$ cat src/rtl/approx_adder_pkg.sv
// Shared constants and the lower-part OR cell for the pipelined approximate adder.
package approx_adder_pkg;

    localparam logic MODE_APPROX = 1'b0;
    localparam logic MODE_EXACT  = 1'b1;

    localparam int unsigned STATS_SUM_W = 32;
    localparam int unsigned STATS_CNT_W = 16;

    function automatic logic loa_cell(input logic a, input logic b);
        return a | b;
    endfunction

endpackage

$ cat src/rtl/approx_adder_segment.sv
// Combinational W-bit ripple segment; bits flagged in approx_i use the OR cell and
// generate a&b as the carry into the following bit.
module approx_adder_segment
    import approx_adder_pkg::*;
#(
    parameter int unsigned W = 4
) (
    input  logic [W-1:0] a_i,
    input  logic [W-1:0] b_i,
    input  logic [W-1:0] approx_i,
    input  logic         carry_i,
    output logic [W-1:0] sum_o,
    output logic         carry_o
);

    logic [W:0] c;

    always_comb begin
        c     = '0;
        sum_o = '0;
        c[0]  = carry_i;
        for (int j = 0; j < int'(W); j++) begin
            if (approx_i[j]) begin
                sum_o[j] = loa_cell(a_i[j], b_i[j]);
                c[j+1]   = a_i[j] & b_i[j];
            end else begin
                sum_o[j] = a_i[j] ^ b_i[j] ^ c[j];
                c[j+1]   = (a_i[j] & b_i[j]) | (c[j] & (a_i[j] ^ b_i[j]));
            end
        end
    end

    assign carry_o = c[W];

endmodule

$ cat src/rtl/approx_pipe_adder.sv
// Pipelined approximate adder with valid/ready flow control, one segment per stage.
// Define APPROX_ERR_STATS_EN to add the exact shadow adder and error statistics.
module approx_pipe_adder
    import approx_adder_pkg::*;
#(
    parameter int unsigned WIDTH       = 8,
    parameter int unsigned APPROX_BITS = 2,
    parameter int unsigned STAGES      = 2
) (
    input  logic                   Clk,
    input  logic                   Rst_n,
    input  logic                   InValid,
    output logic                   InReady,
    input  logic [WIDTH-1:0]       A,
    input  logic [WIDTH-1:0]       B,
    input  logic                   Cin,
    input  logic                   Mode,
    output logic                   OutValid,
    input  logic                   OutReady,
`ifdef APPROX_ERR_STATS_EN
    input  logic                   StatsClr,
    output logic [STATS_SUM_W-1:0] ErrSum,
    output logic [STATS_CNT_W-1:0] ErrCnt,
    output logic [WIDTH:0]         ErrMax,
`endif
    output logic [WIDTH-1:0]       S,
    output logic                   Cout
);

    localparam int unsigned W = WIDTH / STAGES;

    logic [STAGES-1:0]            valid_vec, mode_vec, carry_vec, load_vec;
    logic [STAGES-1:0][WIDTH-1:0] a_vec, b_vec, sum_vec;
    logic [STAGES-1:0][WIDTH:0]   exact_vec;
    logic [WIDTH-1:0]             approx_mask;

    always_comb begin
        approx_mask = '0;
        for (int i = 0; i < int'(WIDTH); i++) begin
            approx_mask[i] = (i < int'(APPROX_BITS));
        end
    end

    // A stage may load when it is empty or its contents move on this cycle.
    always_comb begin
        load_vec = '0;
        load_vec[STAGES-1] = !valid_vec[STAGES-1] || OutReady;
        for (int k = int'(STAGES) - 2; k >= 0; k--) begin
            load_vec[k] = !valid_vec[k] || load_vec[k+1];
        end
    end

    for (genvar k = 0; k < STAGES; k++) begin : g_stage
        logic             src_valid, src_mode, src_carry;
        logic [WIDTH-1:0] src_a, src_b, src_sum;
        logic [WIDTH:0]   src_exact;
        logic [W-1:0]     seg_sum;
        logic             seg_carry;
        logic [WIDTH-1:0] sum_d;
        logic             valid_q, mode_q, carry_q;
        logic [WIDTH-1:0] a_q, b_q, sum_q;
        logic [WIDTH:0]   exact_q;

        if (k == 0) begin : g_first
            assign src_valid = InValid;
            assign src_mode  = Mode;
            assign src_a     = A;
            assign src_b     = B;
            assign src_sum   = '0;
            assign src_carry = (Mode == MODE_EXACT || APPROX_BITS == 0) ? Cin : 1'b0;
            assign src_exact = (WIDTH+1)'(A) + (WIDTH+1)'(B) + (WIDTH+1)'(src_carry);
        end else begin : g_next
            assign src_valid = valid_vec[k-1];
            assign src_mode  = mode_vec[k-1];
            assign src_a     = a_vec[k-1];
            assign src_b     = b_vec[k-1];
            assign src_sum   = sum_vec[k-1];
            assign src_carry = carry_vec[k-1];
            assign src_exact = exact_vec[k-1];
        end

        approx_adder_segment #(
            .W (W)
        ) u_seg (
            .a_i      (src_a[k*W +: W]),
            .b_i      (src_b[k*W +: W]),
            .approx_i ((src_mode == MODE_APPROX) ? approx_mask[k*W +: W] : {W{1'b0}}),
            .carry_i  (src_carry),
            .sum_o    (seg_sum),
            .carry_o  (seg_carry)
        );

        always_comb begin
            sum_d = src_sum;
            sum_d[k*W +: W] = seg_sum;
        end

        always_ff @(posedge Clk) begin
            if (!Rst_n) begin
                valid_q <= 1'b0;
                mode_q  <= 1'b0;
                carry_q <= 1'b0;
                a_q     <= '0;
                b_q     <= '0;
                sum_q   <= '0;
                exact_q <= '0;
            end else if (load_vec[k]) begin
                valid_q <= src_valid;
                // Data only moves with a valid token so S holds its last value otherwise.
                if (src_valid) begin
                    mode_q  <= src_mode;
                    carry_q <= seg_carry;
                    a_q     <= src_a;
                    b_q     <= src_b;
                    sum_q   <= sum_d;
                    exact_q <= src_exact;
                end
            end
        end

        assign valid_vec[k] = valid_q;
        assign mode_vec[k]  = mode_q;
        assign carry_vec[k] = carry_q;
        assign a_vec[k]     = a_q;
        assign b_vec[k]     = b_q;
        assign sum_vec[k]   = sum_q;
        assign exact_vec[k] = exact_q;
    end

    assign InReady  = load_vec[0];
    assign OutValid = valid_vec[STAGES-1];
    assign S        = sum_vec[STAGES-1];
    assign Cout     = carry_vec[STAGES-1];

`ifdef APPROX_ERR_STATS_EN
    logic [WIDTH:0]         res, err;
    logic                   upd;
    logic [STATS_SUM_W:0]   sum_ext;
    logic [STATS_SUM_W-1:0] err_sum_d, err_sum_q;
    logic [STATS_CNT_W-1:0] err_cnt_d, err_cnt_q;
    logic [WIDTH:0]         err_max_d, err_max_q;

    assign res     = {carry_vec[STAGES-1], sum_vec[STAGES-1]};
    assign err     = (exact_vec[STAGES-1] >= res) ? exact_vec[STAGES-1] - res
                                                  : res - exact_vec[STAGES-1];
    assign upd     = valid_vec[STAGES-1] && OutReady && (mode_vec[STAGES-1] == MODE_APPROX);
    assign sum_ext = {1'b0, err_sum_q} + (STATS_SUM_W+1)'(err);

    always_comb begin
        err_sum_d = err_sum_q;
        err_cnt_d = err_cnt_q;
        err_max_d = err_max_q;
        if (upd) begin
            err_sum_d = sum_ext[STATS_SUM_W] ? '1 : sum_ext[STATS_SUM_W-1:0];
            if (err != '0 && err_cnt_q != '1) begin
                err_cnt_d = err_cnt_q + 1'b1;
            end
            if (err > err_max_q) begin
                err_max_d = err;
            end
        end
    end

    always_ff @(posedge Clk) begin
        if (!Rst_n || StatsClr) begin
            err_sum_q <= '0;
            err_cnt_q <= '0;
            err_max_q <= '0;
        end else begin
            err_sum_q <= err_sum_d;
            err_cnt_q <= err_cnt_d;
            err_max_q <= err_max_d;
        end
    end

    assign ErrSum = err_sum_q;
    assign ErrCnt = err_cnt_q;
    assign ErrMax = err_max_q;
`endif

    logic unused_vec;
    assign unused_vec = ^{a_vec, b_vec, mode_vec};

endmodule

$ cat config.mk
export PLATFORM = sky130hd
export DESIGN_NAME = approx_pipe_adder
export DESIGN_NICKNAME = d
export VERILOG_FILES = /design/src/rtl/approx_adder_pkg.sv /design/src/rtl/approx_adder_segment.sv /design/src/rtl/approx_pipe_adder.sv
export SDC_FILE = /design/constraint.sdc
export NUM_CORES = 1
export LEC_CHECK = 0
export BUFFER_PORTS_ARGS = -buffer_cell sky130_fd_sc_hd__buf_2
export CORE_MARGIN = 1
export CORE_UTILIZATION = 51
export CTS_CLUSTER_DIAMETER = 30
export DETAILED_ROUTE_END_ITERATION = 12
export GPL_ROUTABILITY_DRIVEN = 0
export PLACE_DENSITY_LB_ADDON = 0.08
export SYNTH_ARGS = -nofsm -noshare
export SYNTH_HDL_FRONTEND = slang
export SYNTH_SLANG_ARGS = --single-unit
$ cat constraint.sdc
create_clock -name Clk -period 2.85 [get_ports Clk]
set_input_delay 0.1425 -clock Clk [delete_from_list [all_inputs] [get_ports Clk]]
set_output_delay 0.1425 -clock Clk [all_outputs]
set_load 0.005 [all_outputs]
==> results of run 1 <==
==> layout make-up <==
class | instances | area [sq um] | area share
Clock buffer | 4 | 36.3 | 0.0252
Sequential cell | 24 | 480 | 0.334
Multi-Input combinational cell | 85 | 659 | 0.458
Timing Repair Buffer | 32 | 160 | 0.111
Tap cell | 28 | 35.0 | 0.0243
Inverter | 18 | 67.6 | 0.0470
==> placed cells by master (no fill, tap or decap), types with 2 or more instances in the layout <==
cell / instances
fa_1: 8
nand2_1: 19
mux2i_1: 12
a211oi_1: 4
dfxtp_1: 24
nand3_1: 7
clkbuf_4: 3
buf_2: 32
o21ai_0: 7
a21oi_1: 14
ha_1: 4
nor2_1: 2
inv_1: 17
==> worst register-to-register path: stages (launching register included) <==
cell and delay [ps]:
dfxtp_1 340, inv_1 70, fa_1 160, inv_1 50
fa_1 380, fa_1 370, inv_1 70, fa_1 410
a211oi_1 200
==> layer usage <==
layer / global-route usage / part of all wire
met5: 0 / 0
met4: 0.0811 / 0.012
met3: 0.0268 / 0.033
met2: 0.357 / 0.49
met1: 0.258 / 0.47
==> power groups by stage <==
stage | clock network (mW) | registers, mW | logic [mW]
2_1_floorplan | 0 | 0.377 | 0.0761
3_3_place_gp | 0 | 0.379 | 0.110
3_5_place_dp | 0 | 0.381 | 0.116
4_1_cts | 0.186 | 0.373 | 0.116
5_1_grt | 0.200 | 0.377 | 0.130
6_report | 0.182 | 0.373 | 0.115
==> sequential cells by signal, indices dropped and copies added (netlist names) <==
register         flops
Cout                 1
OutValid             1
S                    8
g_stage.a_q          4
g_stage.b_q          4
g_stage.carry_q      1
g_stage.sum_q        4
g_stage.valid_q      1
==> worst max-delay path by stage <==
stage / startpoint / to / slack (ps) / cells after the start
6_report: g_stage[0].carry_q / S[7] / 710 / 8
5_1_grt: g_stage[0].carry_q / S[7] / 580 / 8
4_1_cts: g_stage[0].carry_q / S[7] / 690 / 8
3_5_place_dp: Mode / g_stage[0].sum_q[3] / 380 / 10
3_3_place_gp: Mode / g_stage[0].sum_q[3] / 530 / 10
2_1_floorplan: Mode / g_stage[0].sum_q[3] / 530 / 10
==> stage by stage <==
stage | hold WS [ps] | cell area [sq um] | setup slack (ps) | util | std cells
after floorplan | 285 | 1250 | 532 | - | 134
after global placement | 389 | 1400 | 527 | 0.622 | 187
after detailed placement | 396 | 1400 | 382 | 0.622 | 187
after CTS | 39.8 | 1440 | 691 | 0.638 | 191
after global routing | 41.8 | 1440 | 581 | 0.638 | 191
final | 48.5 | 1440 | 706 | 0.638 | 191
==> cell families (layout without fill, tap and decap cells) <==
family	after synthesis	in the layout
AOI/OAI and AO/OA	28	28
adders and majority gates	12	12
and+or+nand+nor	33	33
DFF	24	24
buffers and inverters	25	54
muxes	12	12
==> results by group, run 1 <==
STA
  • Setup TNS: 0 ps
  • Max Clock Freq: 466 MHz
  • Fin. Hold Viols: 0
  • Worst Skew: 3.75 ps
  • Setup-failing EPs final: 0
  • Unrepaired setup endpoints after global routing: false
  • Fin. max-slew vios: 0
  • Worst Max-Slew Pin Slew: 515 ps
  • Slew HR: 0.656
  • Fin crit period: 2140 ps
  • Final period utilization: 0.752

Synth
  • Post-Synthesis Cells: 134
  • Xor-xnor portion of the synthesized cell area: 0
  • Share of the synthesized area in the top cell type: 0.386
  • Post-synthesis adder-cell area fraction: 0.169
  • Top FF cell, synth: dfxtp_1
  • Largest family of logic cells by synthesized area: adder cells
  • Most common cell in the synthesized netlist: dfxtp_1
  • Post-synth top cells: dfxtp_1, nand2_1, inv_1
  • Simple-gate area share of the yosys netlist: 0.124
  • Syn nets: 168
  • Yosys warns: 0
  • Top post-synthesis cells by area: dfxtp_1, fa_1, mux2i_1
  • Avg Cell Area, Syn: 9.30 sq um
  • Synth Area in Compound Gates: 0.140
  • Flops & latches, synth: 24
  • Ys async rst share: 0
  • Cell area after synthesis: 1250 sq um
  • Yosys cell types: 24
  • Cell taking the most area after synthesis: dfxtp_1
  • Sequential-to-total area share from yosys stat: 0.386
  • Post-synthesis mux area share: 0.0964
  • Post-synth EDFFs: 0

Critical path
  • Cell Chain, Critical Path: inv_1 > fa_1 > inv_1 > fa_1 > fa_1 > inv_1 > fa_1 > a211oi_1
  • Worst path bufs/invs: 3
  • Most common cell on crit path: fa_1
  • Crit. End Element: flip-flop
  • Worst-path fanout max: 2
  • Reg2reg end: S[7]
  • Max stage delay cell, worst path: fa_1
  • Worst R2R Path Depth: 8
  • Worst EP arrival: 2390 ps
  • Critical Path Source Type: flip-flop
  • Reg2reg start: g_stage[0].carry_q
  • CP peak stage delay: 410 ps
  • Top Family by Delay on Critical Path: adder cells
  • Reg2Reg Setup Slack: 710 ps
  • CP Class: reg -> reg
  • Required time of the critical path: 3090 ps

Power and ir drop
  • Pwr dens: 465 nW/um^2
  • Internal: 0.489 mW
  • Flop pwr share: 0.557
  • Clock network power share: 0.271
  • Switching Power: 0.180 mW
  • Peak supply drop: 286 uV
  • Combinational power share: 0.171
  • Leakage Power: 0.683 nW
  • Switching Share: 0.269
  • Total power: 0.669 mW

Die
  • Die Wd: 51.4 microns
  • Cell row count: 17
  • Total core area: 2250 sq um
  • I/O pin cnt: 33
  • Starting Density: 0.553
  • Die height: 51.4 microns
  • Die ar.: 2650 sq um

Clock network
  • Reg clk slew, reported paths: 130 ps
  • Post-CTS sizing: 0
  • H-tree levels: 1
  • CTS sink count: 24
  • Root buffer cell: clkbuf_4
  • Clk Latency, worst-skew pair: 320 ps
  • TritonCTS clock tree: done
  • Setup Fix Bufs, Post-CTS: 0
  • Hold buffer count at cts: 0
  • Inserted Clock Buffers: 3
  • Longest Clk Path Bufs: 2

Layout
  • Nets: 198
  • Area grow syn2layout: 15.5%
  • Share of layout cells above drive strength 1: 0.245
  • Ant diodes: 0
  • Filler cells: 218

Hold path
  • Hold Path End: g_stage[0].a_q[7]
  • Path category of the worst min-delay check: in -> reg
  • HP Start: A[7]
  • Hold depth: 3

Global routing
  • Vias in the first global route: 904
  • Initial antenna violation count: 0
  • Total GRT Usage: 0.207
  • First-pass GRT wire length: 3.96 mm
  • Largest net degree at the start of global routing: 23
  • GRT overflow: 0

Drt
  • 1st-iter DRT viols: 14
  • Via density: 5.05
  • Routed Antenna Nets: 0
  • Final wirelength: 2.35 mm
  • # DRC: 0
  • Pre-antenna DRT Iters: 5
  • Via count: 965
  • WL/cell: 12.3 microns

Place
  • Post-DP HPWL: 1.82 mm
  • IO Port Bufs: 32

Run status
  • Outcome: complete, no violations

Job
  • Max cap viols: 0
Note: power is estimated with default switching activity, not from simulation.
==> run 2, diff against run 1 <==
--- a/config.mk
+++ b/config.mk
@@ -7,7 +7,7 @@
 export LEC_CHECK = 0
 export BUFFER_PORTS_ARGS = -buffer_cell sky130_fd_sc_hd__buf_2
 export CORE_MARGIN = 1
-export CORE_UTILIZATION = 51
+export CORE_UTILIZATION = 46
 export CTS_CLUSTER_DIAMETER = 30
 export DETAILED_ROUTE_END_ITERATION = 12
 export GPL_ROUTABILITY_DRIVEN = 0
==> constraint.sdc (replaced) <==
create_clock -name Clk -period 1.8 [get_ports Clk]
set_input_delay 0.09 -clock Clk [delete_from_list [all_inputs] [get_ports Clk]]
set_output_delay 0.09 -clock Clk [all_outputs]
set_load 0.005 [all_outputs]
==> run 2 against run 1 <==
- first-iteration DRC count grew 14%
- clock skew up 2.6 ps
- setup slack lost 930 ps
- clock-buffer cell count fell by 1
- core utilization down 4.2 points
- the run now ends with setup timing left
- register-to-register slack worse by 930 ps
- sequential power increased by 59%
- worst hold slack worse by 37 ps
- via count shrank 2.3%
==> results by group, run 2 (synthesis results as in run 1) <==
Critical path
  • Crit. End Element: flip-flop
  • Critical Path Source Type: flip-flop
  • Worst path bufs/invs: 3 (unchanged)
  • CP peak stage delay: 410 ps (about the same)
  • CP Class: reg -> reg
  • CP endpoint: S[7]
  • Reg2reg start: g_stage[0].carry_q
  • Critical Path Source: g_stage[0].carry_q
  • Worst-path fanout max: 2 (unchanged)
  • Reg2reg end: S[7]
  • Max stage delay cell, worst path: fa_1
  • Worst R2R Path Depth: 8 (unchanged)
  • Worst path depth: 8 (unchanged)
  • Reg2Reg Setup Slack: -230 ps (-930 ps)
  • Cell Chain, Critical Path: inv_2 > fa_2 > inv_2 > fa_2 > fa_2 > inv_2 > fa_1 > a211oi_2
  • Worst EP arrival: 2250 ps (-140 ps)
  • Top Family by Delay on Critical Path: adder cells
  • Required time of the critical path: 2030 ps (-1060 ps)

Power and ir drop
  • Leakage Power: 0.692 nW (+1.2%)
  • Combinational power share: 0.196 (+0.025)
  • Switching Power: 0.270 mW (+50%)
  • Clock network power share: 0.219 (-0.052)
  • Pwr dens: 672 nW/um^2 (+45%)
  • Internal: 0.741 mW (+52%)
  • Flop pwr share: 0.586 (+0.029)
  • Peak supply drop: 405 uV (+42%)
  • Switching Share: 0.267 (-0.00194)

Hold path
  • Path category of the worst min-delay check: in -> reg

Job
  • Max cap viols: 0 (unchanged)

Global routing
  • GRT met1 Usage: 0.238 (-0.0201)
  • Total GRT Usage: 0.183 (-0.0235)
  • Vias in the first global route: 897 (-0.77%)
  • Gr busiest metal: met2
  • Grt met2 use: 0.302 (-0.0547)
  • Largest net degree at the start of global routing: 23 (unchanged)
  • GRT overflow: 0 (unchanged)
  • First-pass GRT wire length: 3.79 mm (-4.3%)
  • Initial antenna violation count: 0 (unchanged)
  • Met3 usage in global routing: 0.0339 (+0.00711)

Drt
  • 1st-iter DRT viols: 16 (+2)
  • # DRC: 0 (unchanged)
  • Pre-antenna DRT Iters: 4 (-1)
  • Via count: 943 (-2.3%)
  • Final wirelength: 2.23 mm (-5.0%)
  • Routed Antenna Nets: 0 (unchanged)
  • WL/cell: 11.4 microns (-7.4%)
  • Via density: 4.81 (-4.8%)

STA
  • Worst Skew: 6.38 ps (+2.63 ps)
  • Worst Slack Setup Final: -225 ps (-931 ps)
  • Fin. Hold Viols: 0 (unchanged)
  • Final period utilization: 1.13 (+0.373)
  • Worst Max-Slew Pin Slew: 512 ps (-3.39 ps)
  • Slew HR: 0.658 (+0.00226)
  • Fin crit period: 2030 ps (-119 ps)
  • Setup TNS: -458 ps (-458 ps)
  • Fin. max-slew vios: 0 (unchanged)
  • Max Clock Freq: 494 MHz (+5.9%)
  • Unrepaired setup endpoints after global routing: true
  • Setup-failing EPs final: 3 (+3)

Clock network
  • Setup Fix Bufs, Post-CTS: 0 (unchanged)
  • TritonCTS clock tree: done
  • Longest Clk Path Bufs: 2 (unchanged)
  • CTS sink count: 24 (unchanged)
  • Inserted Clock Buffers: 3 (unchanged)
  • Clk Latency, worst-skew pair: 300 ps (-20 ps)
  • H-tree levels: 1 (unchanged)
  • Reg clk slew, reported paths: 120 ps (about the same)
  • Root buffer cell: clkbuf_4

Place
  • Placed Area: 1450 sq um (+3.4%)
  • IO Port Bufs: 32 (unchanged)
  • Post-DP HPWL: 1.80 mm (-0.93%)
  • Dpl ws: -474 ps (-856 ps)

Die
  • Die Wd: 54.1 microns (+5.1%)
  • I/O pin cnt: 33 (unchanged)
  • Die height: 54.1 microns (+5.1%)
  • Cell row count: 18 (+1)
  • Die ar.: 2920 sq um (+10%)
  • Starting Density: 0.494 (-0.0587)
  • Total core area: 2520 sq um (+12%)

Layout
  • Share of layout cells above drive strength 1: 0.380 (+0.134)
  • Cell area after layout: 1500 sq um (+4.5%)
  • Commonest non-fill, non-tap cell in the layout: buf_2
  • Max reg flops: 8 (unchanged)
  • Area grow syn2layout: 20.7%
  • Ant diodes: 0 (unchanged)
  • Most frequent cells in the layout: buf_2, dfxtp_1, nand2_1
  • Nets: 202 (+2.0%)

Run status
  • Outcome: complete, but fails checks
  • Violated checks: setup timing
-- run 2: layer usage --
metal	wire length [microns]	vias to the layer above
li1	-	501
met1	1070	419
met2	1050	21
met3	91	2
met4	15	0
met5	0	-
-- run 2: worst min-delay path, cell delays in order --
cell and delay, ps:
buf_2 100, nand2_1 40, mux2i_1 60
-- run 2: cell type report --
class	instances	area [sq um]
clock buffer	3	22.5
fill	242	1020
inverter	18	67.6
multi-input combinational	85	699
sequential	24	484
tap	30	37.5
timing repair buffer	36	193
-- run 2: worst min-delay path by stage --
stage                     depth (start not counted)                 to  startpoint
after floorplan                                   2  g_stage[0].a_q[4]        A[4]
after global placement                            3  g_stage[0].a_q[4]        A[4]
after detailed placement                          3  g_stage[0].a_q[6]        A[6]
after CTS                                         3  g_stage[0].a_q[6]        A[6]
after global routing                              3  g_stage[0].b_q[6]        B[6]
final                                             3  g_stage[0].b_q[4]        B[4]
-- run 2: timing repair --
item / 4_1_cts / 5_1_grt
pin swaps: 3 / 3
hold buffers: 1 / 0
hold endpoints to repair: 1 / 0
gates resized for setup: 8 / 3
setup endpoints to repair: 4 / 4
-- run 2: metrics by stage --
step                       util  total power, mW  cells  hold WS (ps)
after global routing      0.596             1.08    196          17.6
final                     0.596             1.01    196          11.3
after floorplan               -            0.728    134           232
after detailed placement  0.575            0.796    192           345
after global placement    0.575            0.784    192           338
after CTS                 0.594             1.03    196          1.92
-- run 2: power by group through the flow --
stage / Sequential [mW] / Combinational, mW / Clock, mW
finish: 0.592 / 0.198 / 0.221
global route: 0.598 / 0.228 / 0.253
CTS: 0.592 / 0.200 / 0.233
detailed placement: 0.603 / 0.193 / 0
global placement: 0.602 / 0.182 / 0
floorplan: 0.597 / 0.130 / 0
==> run 3, diff against run 2 <==
--- a/config.mk
+++ b/config.mk
@@ -7,7 +7,8 @@
 export LEC_CHECK = 0
 export BUFFER_PORTS_ARGS = -buffer_cell sky130_fd_sc_hd__buf_2
 export CORE_MARGIN = 1
-export CORE_UTILIZATION = 46
+export CORE_UTILIZATION = 48
+export CTS_BUF_LIST = sky130_fd_sc_hd__clkbuf_8
 export CTS_CLUSTER_DIAMETER = 30
 export DETAILED_ROUTE_END_ITERATION = 12
 export GPL_ROUTABILITY_DRIVEN = 0
==> run 3 against run 2 <==
- flip-flop and latch count did not move
- the run still ends with setup timing left
- largest cell class unchanged
- clock power is 110% higher
- register-to-register slack hardly changed
==> results by group, run 3 (synthesis results as in run 1) <==
Place
  • Post-DP HPWL: 1.66 mm (-7.6%)
  • Placed insts: 192 (unchanged)
  • IO Port Bufs: 32 (unchanged)
  • Placed Area: 1450 sq um (unchanged)

Clock network
  • Inserted Clock Buffers: 3 (unchanged)
  • Setup Fix Bufs, Post-CTS: 0 (unchanged)
  • Reg clk slew, reported paths: 90 ps (-30 ps)
  • Longest Clk Path Bufs: 2 (unchanged)
  • CTS sink count: 24 (unchanged)
  • Hold buffer count at cts: 0 (-1)
  • TritonCTS clock tree: done
  • Root buffer cell: clkbuf_8
  • Clk Latency, worst-skew pair: 270 ps (-30 ps)
  • H-tree levels: 1 (unchanged)

Drt
  • WL/cell: 11.1 microns (-3.0%)
  • Via density: 4.89 (+1.7%)
  • Final wirelength: 2.17 mm (-3.0%)
  • Routed Antenna Nets: 0 (unchanged)
  • 1st-iter DRT viols: 3 (-13)
  • Pre-antenna DRT Iters: 4 (unchanged)
  • Via count: 959 (+1.7%)
  • # DRC: 0 (unchanged)

Layout
  • Max reg flops: 8 (unchanged)
  • Commonest non-fill, non-tap cell in the layout: buf_2
  • Ant diodes: 0 (unchanged)
  • Multi-input gate area: 711 sq um (+1.6%)
  • Nets: 201 (-0.50%)
  • Share of layout cells above drive strength 1: 0.398 (+0.0181)
  • Filler cells: 206 (-15%)
  • Area grow syn2layout: 25.1%
  • Reg area: 483 sq um (-0.26%)
  • Cell Count, Final, Fillers Out: 196 (unchanged)
  • Most frequent cells in the layout: buf_2, dfxtp_1, nand2_1
  • Cell area after layout: 1560 sq um (+3.7%)

STA
  • Worst Slack Setup Final: -211 ps (+14.7 ps)
  • Final period utilization: 1.12 (-0.00814)
  • Slew HR: 0.656 (-0.00214)
  • Worst Max-Slew Pin Slew: 515 ps (+3.20 ps)
  • Unrepaired setup endpoints after global routing: true
  • Fin. max-slew vios: 0 (unchanged)
  • Fin. Hold Viols: 0 (unchanged)
  • Max Clock Freq: 497 MHz (+0.73%)
  • Worst Skew: 8.68 ps (+2.29 ps)
  • Fin crit period: 2010 ps (-14.7 ps)
  • Setup-failing EPs final: 3 (unchanged)

Run status
  • Outcome: complete, but fails checks
  • Violated checks: setup timing

Critical path
  • Cell Chain, Critical Path: inv_2 > fa_2 > inv_2 > fa_2 > fa_2 > inv_2 > fa_1 > a211oi_2
  • Crit. End Element: flip-flop
  • CP peak stage delay: 420 ps (about the same)
  • Max stage delay cell, worst path: fa_1
  • Critical Path Source Type: flip-flop
  • Worst-path fanout max: 2 (unchanged)
  • CP Class: reg -> reg
  • Worst EP arrival: 2210 ps (-40 ps)
  • Required time of the critical path: 1990 ps (-40 ps)

Die
  • Total core area: 2450 sq um (-2.7%)
  • I/O pin cnt: 33 (unchanged)
  • Cell row count: 18 (unchanged)
  • Die ar.: 2800 sq um (-4.0%)
  • Die height: 53.0 microns (-2.0%)
  • Starting Density: 0.508 (+0.0136)
  • Die Wd: 53.0 microns (-2.0%)

Power and ir drop
  • Peak supply drop: 543 uV (+34%)
  • Flop pwr share: 0.470 (-0.116)
  • Pwr dens: 807 nW/um^2 (+20%)
  • Internal: 0.963 mW (+30%)
  • Clock network power share: 0.368 (+0.149)
  • Leakage Power: 0.708 nW (+2.3%)
  • Combinational power share: 0.161 (-0.035)
  • Switching Power: 0.295 mW (+9.4%)
  • Switching Share: 0.235 (-0.0323)

Global routing
  • Vias in the first global route: 886 (-1.2%)
  • Initial antenna violation count: 0 (unchanged)
  • GRT overflow: 0 (unchanged)
  • First-pass GRT wire length: 3.71 mm (-2.2%)
  • Total GRT Usage: 0.178 (-0.00512)
  • Largest net degree at the start of global routing: 23 (unchanged)

Job
  • Max cap viols: 0 (unchanged)

Hold path
  • Path category of the worst min-delay check: in -> reg
[run 3: path summary, 6_finish.rpt]
kind	to	from	cells past startpoint	slack, ps
max	S[7]	g_stage[0].carry_q	8	-210
min	g_stage[0].b_q[7]	B[7]	3	60
max reg2reg	S[7]	g_stage[0].carry_q	8	-210
min reg2reg	g_stage[0].b_q[7]	g_stage[0].b_q[7]	2	460
[run 3: power by group through the flow]
stage	combinational (mW)	clock, mW	sequential, mW
floorplan	0.130	0	0.597
global placement	0.182	0	0.602
detailed placement	0.189	0	0.603
CTS	0.196	0.477	0.592
global route	0.230	0.501	0.597
finish	0.203	0.464	0.592
[run 3: timing repair]
item / in CTS / in global routing
endpoints found under the setup margin: 4 / 5
pin swaps: 2 / 1
resized for setup: 8 / 6
cloned: 0 / 0
[run 3: area by class of cell]
| type | instances | area share |
|---|---|---|
| multi-input cells | 85 | 0.456 |
| flip-flops and latches | 24 | 0.310 |
| repair buffers | 35 | 0.121 |
| inverters | 18 | 0.0433 |
| clock buffers | 3 | 0.0265 |
| well taps | 30 | 0.0241 |
| clock inverters | 1 | 0.0193 |
[run 3: metal layers]
metal  vias to the layer above  part of all wire  GRT usage
met2                        19              0.47      0.297
met1                       438              0.49      0.225
met3                         2             0.039     0.0345
met5                         -                 0          0
li1                        500                 -          -
met4                         0            0.0046     0.0658
[run 3: worst max-delay path, delay by kind of cell, from the launching register on]
family / cells / cell delay (ps)
buf+inv: 3 / 150
compound gates: 1 / 170
fa+ha+maj: 4 / 1290
flops: 1 / 330
[run 3: per-stage QoR]
stage | power (mW) | hold WS (ps) | setup WS, ps | TNS [ps] | util
finish | 1.26 | 58.7 | -211 | -471 | 0.635
global route | 1.33 | 45.1 | -315 | -809 | 0.635
CTS | 1.27 | 49.9 | -241 | -563 | 0.627
detailed placement | 0.791 | 344 | -528 | -1420 | 0.591
global placement | 0.783 | 337 | -412 | -1050 | 0.591
floorplan | 0.728 | 232 | -384 | -791 | -
